**src/rtl/async_up_counter_pkg.sv**
```systemverilog
// Shared constants and helpers for the ripple up/down counter.
package async_up_counter_pkg;

  localparam int WIDTH_DEFAULT = 3;

  typedef enum logic {
    DIR_DOWN = 1'b0,
    DIR_UP   = 1'b1
  } dir_e;

  // Counting up advances a stage on the falling edge of the stage below, so its clock is inverted.
  function automatic logic stage_clk_sel(input dir_e dir, input logic prev_bit);
    return (dir == DIR_UP) ? ~prev_bit : prev_bit;
  endfunction

endpackage

```
**src/rtl/async_up_counter_ripple_tff_stage.sv**
```systemverilog
// One ripple stage: T flip-flop with asynchronous active-high clear.
module ripple_tff_stage (
  input  logic clk,
  input  logic rst,
  input  logic t,
  output logic q
);

  logic q_q;
  logic q_d;

  always_comb begin
    q_d = q_q ^ t;
  end

  always_ff @(posedge clk or posedge rst) begin
    if (rst) begin
      q_q <= 1'b0;
    end else begin
      q_q <= q_d;
    end
  end

  assign q = q_q;

endmodule

```
**src/rtl/async_up_counter.sv**
```systemverilog
// Ripple up/down counter: bit 0 runs on clk, each higher bit is clocked by the
// bit below through a direction mux held steady from the clk falling edge.
module async_up_counter
  import async_up_counter_pkg::*;
#(
  parameter int WIDTH = WIDTH_DEFAULT
) (
  input  logic             clk,
  input  logic             rst,
  input  logic             up_down,
  output logic [WIDTH-1:0] q
);

  dir_e             dir_q;
  dir_e             dir_d;
  logic [WIDTH-1:0] stage_clk;
  logic [WIDTH-1:0] stage_t;
  logic [WIDTH-1:0] cnt;

  always_comb begin
    dir_d = dir_e'(up_down);
  end

  always_ff @(negedge clk or posedge rst) begin
    if (rst) begin
      dir_q <= DIR_UP;
    end else begin
      dir_q <= dir_d;
    end
  end

  // Remuxing happens just after clk falls, so a mux-induced edge arrives while
  // clk is low and is ignored; genuine ripple edges all land while clk is high.
  always_comb begin
    stage_clk    = '0;
    stage_t      = '0;
    stage_clk[0] = clk;
    stage_t[0]   = 1'b1;
    for (int i = 1; i < WIDTH; i++) begin
      stage_clk[i] = stage_clk_sel(dir_q, cnt[i-1]);
      stage_t[i]   = clk;
    end
  end

  for (genvar g = 0; g < WIDTH; g++) begin : g_stage
    ripple_tff_stage u_stage (
      .clk (stage_clk[g]),
      .rst (rst),
      .t   (stage_t[g]),
      .q   (cnt[g])
    );
  end

  assign q = cnt;

endmodule

```
**config.mk**
```make
export PLATFORM = sky130hd
export DESIGN_NAME = async_up_counter
export DESIGN_NICKNAME = d
export VERILOG_FILES = /design/src/rtl/async_up_counter_pkg.sv /design/src/rtl/async_up_counter_ripple_tff_stage.sv /design/src/rtl/async_up_counter.sv
export SDC_FILE = /design/constraint.sdc
export NUM_CORES = 1
export LEC_CHECK = 0
export CORE_AREA = 2 2 39 41
export CTS_CLUSTER_SIZE = 14
export DETAILED_ROUTE_END_ITERATION = 6
export DIE_AREA = 0 0 41 43
export PLACE_DENSITY = 0.3
export SYNTH_ARGS = -nofsm -noshare
export SYNTH_HDL_FRONTEND = slang
export SYNTH_SLANG_ARGS = --single-unit
```
**constraint.sdc**
```tcl
create_clock -name clk -period 1.3 [get_ports clk]
set_input_delay 0.39 -clock clk [delete_from_list [all_inputs] [get_ports clk]]
set_output_delay 0.39 -clock clk [all_outputs]
set_load 0.05 [all_outputs]
```
After elaboration in Yosys (flattened, before gate mapping)
Index checks and enable logic that the tools add are counted.

Mux-type cells: 2. Bitwise logic cells: 4.

Operators with widths (number): $mux 1 (2); $not 1->1 (2); $xor 1x1->1 (2).

Register bits: 4. Bits of input ports: 3. Output and inout bits: 3.

Depth between registers and ports, before layout
Word-level depth: 2. Depth in mapped cells: 1.

Modules after synthesis
From an unflattened synthesis, not the netlist that was laid out.

Cells, all modules: 15. Area, all modules: 167.7 µm².

Modules (own cells, without submodules): ripple_tff_stage (times used 3, cells each 3, area each 37.5 µm², sequential area each 25.0 µm²); async_up_counter (times used 1, cells each 6, area each 55.1 µm², sequential area each 26.3 µm²).

==> results.ini <==
[placed_design]
dpl.hpwl_um=205.1
portBuffers=5
place_inst=33
place_congestion=0.5322
dp_worst_setup_slack_ps=-257.9
dpl_cell_area_um2=235.2

[worst_setup_path]
crit_buf_inv=1
worstReg2RegStart=g_stage[0].u_stage.q$_DFF_PP0_
critPathCaptureType=primary output
critPathLaunchType=flop
cpMaxStageDelayCell=dfrtp_1
cp_data_required_time_ps=910
r2r_slack_ps=630
worstRegToRegCells=2
cp_top_family=flip-flops
worstSetupStartpoint=g_stage[0].u_stage.q$_DFF_PP0_
r2r_end=g_stage[0].u_stage.q$_DFF_PP0_
cp_max_fo=2
crit_arrival_ps=900
worstSetupPathType=reg -> out
worstPathCellList=buf_12
max_stage_delay_ps=400

[floorplanning]
die_area_um2=1763
initial_core_util_pct=12.30
core-area_um2=1384
rows=14
die_y_um=43
num_io_pins=6
dieWidth_um=41

[run_status]
status=finished, final reports clean

[sta]
period_share_pct=99.48
setup_viol=0
untimed_endpoints=4
period_minus_slack_ps=1293
setup_ws_ps=6.818
rsz0062_at_grt=true
timing.fmax_mhz=773.3
slew_headroom_pct=67.11
hold_viol=0
clock_skew_ps=0
worstMarginPinSlew_ps=491.9
drv_slew=0
unclocked_regs=2

[logic_synthesis]
synthMuxAreaShare_pct=0
synth_seq_cells=4
synth_top_family_by_area=XOR/XNOR gates
synthDistinctLibCells=5
syn_avg_cell_area_um2=12.15
synth-adder-area-share_pct=0
yosys.area_share.xor_xnor_pct=20.59
yosysSeqAreaShare_pct=59.56
synthSimpleGateAreaFrac_pct=0
synthCells=14
synth_warnings=0
netlist_area_um2=170.2
synth_compound_area_share_pct=0
synth_fp_nets=17

[finish]
antenna_cells=0
final_core_util_pct=21.88
layout.nets=30
area_delta_synth_final_pct=77.94
fill_cells=161
drive_gt1_share_pct=40.74
finalNonFillerCells=43
finalInstanceArea_um2=302.8

[power_and_ir_drop]
p_leak_uw=0.0001499
powerDensity_nw_per_um2=1727
vdd_drop_max_mv=0.5206

[detailed_routing]
drc=0
num_vias=129
routedWlPerCell_um=7.791
postRouteAntennaNets=0
routed_wl_um=335
via_per_inst=3.000
drt-initial-drc-count=5
firstDrtPassIters=3

[worst_hold_path]
holdCritPathClass=in -> async

[global_routing]
antenna_found_initial=0
grt_usage_pct=6.761
grt_pass1_wl_um=552
grt_max_degree=4
grt_pass1_vias=194
gr-total-overflow=0

[clock_network]
cts_tree=yes
clk_latency_ps=340
clk_pin_slew_ps=30

[job]
cap_violations=0

==> where the power goes <==
part / internal [µW] / total, µW / switching (µW)
logic: 12.1 / 24.4 / 12.2
clock network: 293 / 417 / 124
registers: 78.5 / 81.4 / 2.97
==> worst max path at each step <==
| stage | endpoint | slack [ps] | depth (start not counted) |
|---|---|---|---|
| 6_report | q[0] | 7 | 1 |
| 5_1_grt | q[0] | -30 | 1 |
| 4_1_cts | q[0] | -8 | 1 |
| 3_5_place_dp | dir_q$_DFF_NP1_ | -260 | 1 |
| 3_3_place_gp | dir_q$_DFF_NP1_ | -260 | 1 |
| 2_1_floorplan | dir_q$_DFF_NP1_ | 190 | 0 |
==> layout by cell type, fill, tap and decap left out, drive strengths merged <==
cell type and count:
buf 3, clkbuf 9, clkdlybuf4s50 4, dfrtp 3
dfstp 1, inv 3, xor2 4
==> layer usage <==
layer	global-route usage [%]	wire length (µm)	vias to the layer above
met3	10.99	52	0
met1	4.575	144	60
met4	14.00	0	0
met2	3.438	138	7
met5	0	0	-
li1	-	-	62
==> cell type report <==
| cell class | count | area, µm² | area share [%] |
|---|---|---|---|
| timing repair buffer | 7 | 75.07 | 24.79 |
| clock buffer | 9 | 60.06 | 19.83 |
| multi-input combinational | 4 | 35.03 | 11.57 |
| clock inverter | 1 | 3.754 | 1.240 |
| sequential | 4 | 101.3 | 33.47 |
| inverter | 2 | 7.507 | 2.479 |
| tap | 16 | 20.02 | 6.612 |
==> cells in the mapped netlist <==
master,number,area (µm²)
xor2_1,4,35.03
buf_4,3,22.52
dfrtp_1,3,75.07
inv_1,3,11.26
dfstp_2,1,26.28
==> per-stage QoR <==
stage,hold slack (ps),setup TNS (ps),power [µW]
after global placement,507.6,-361.3,153.9
after floorplan,155.4,0,143.2
after global routing,351.1,-27.81,574.3
after CTS,347.8,-8.489,550.9
final,342.4,0,522.9
after detailed placement,517.9,-369.0,154.1
==> sequential cells by signal (all words and copies together), names as in the netlist <==
| register | cells |
|---|---|
| dir_q | 1 |
| g_stage.u_stage.q | 3 |
==> timing repair <==
item | in CTS | in global routing
pin swaps | 0 | 0
endpoints found under the setup margin | 1 | 1
setup buffers | 1 | 0
cloned | 0 | 0
endpoints found under the hold margin | 0 | 0
gates resized for setup | 0 | 0
hold buffers | 0 | 0
==> cell families after synthesis <==
logic type	after synthesis
flops	4
xor+xnor	4
buf+inv	6
==> worst reg2reg max path, delay by kind of cell (launching register included) <==
family / cells / cell delay [ps]
buffers and inverters: 2 / 170
DFF: 1 / 390
Note: power is estimated with default switching activity, not from simulation.
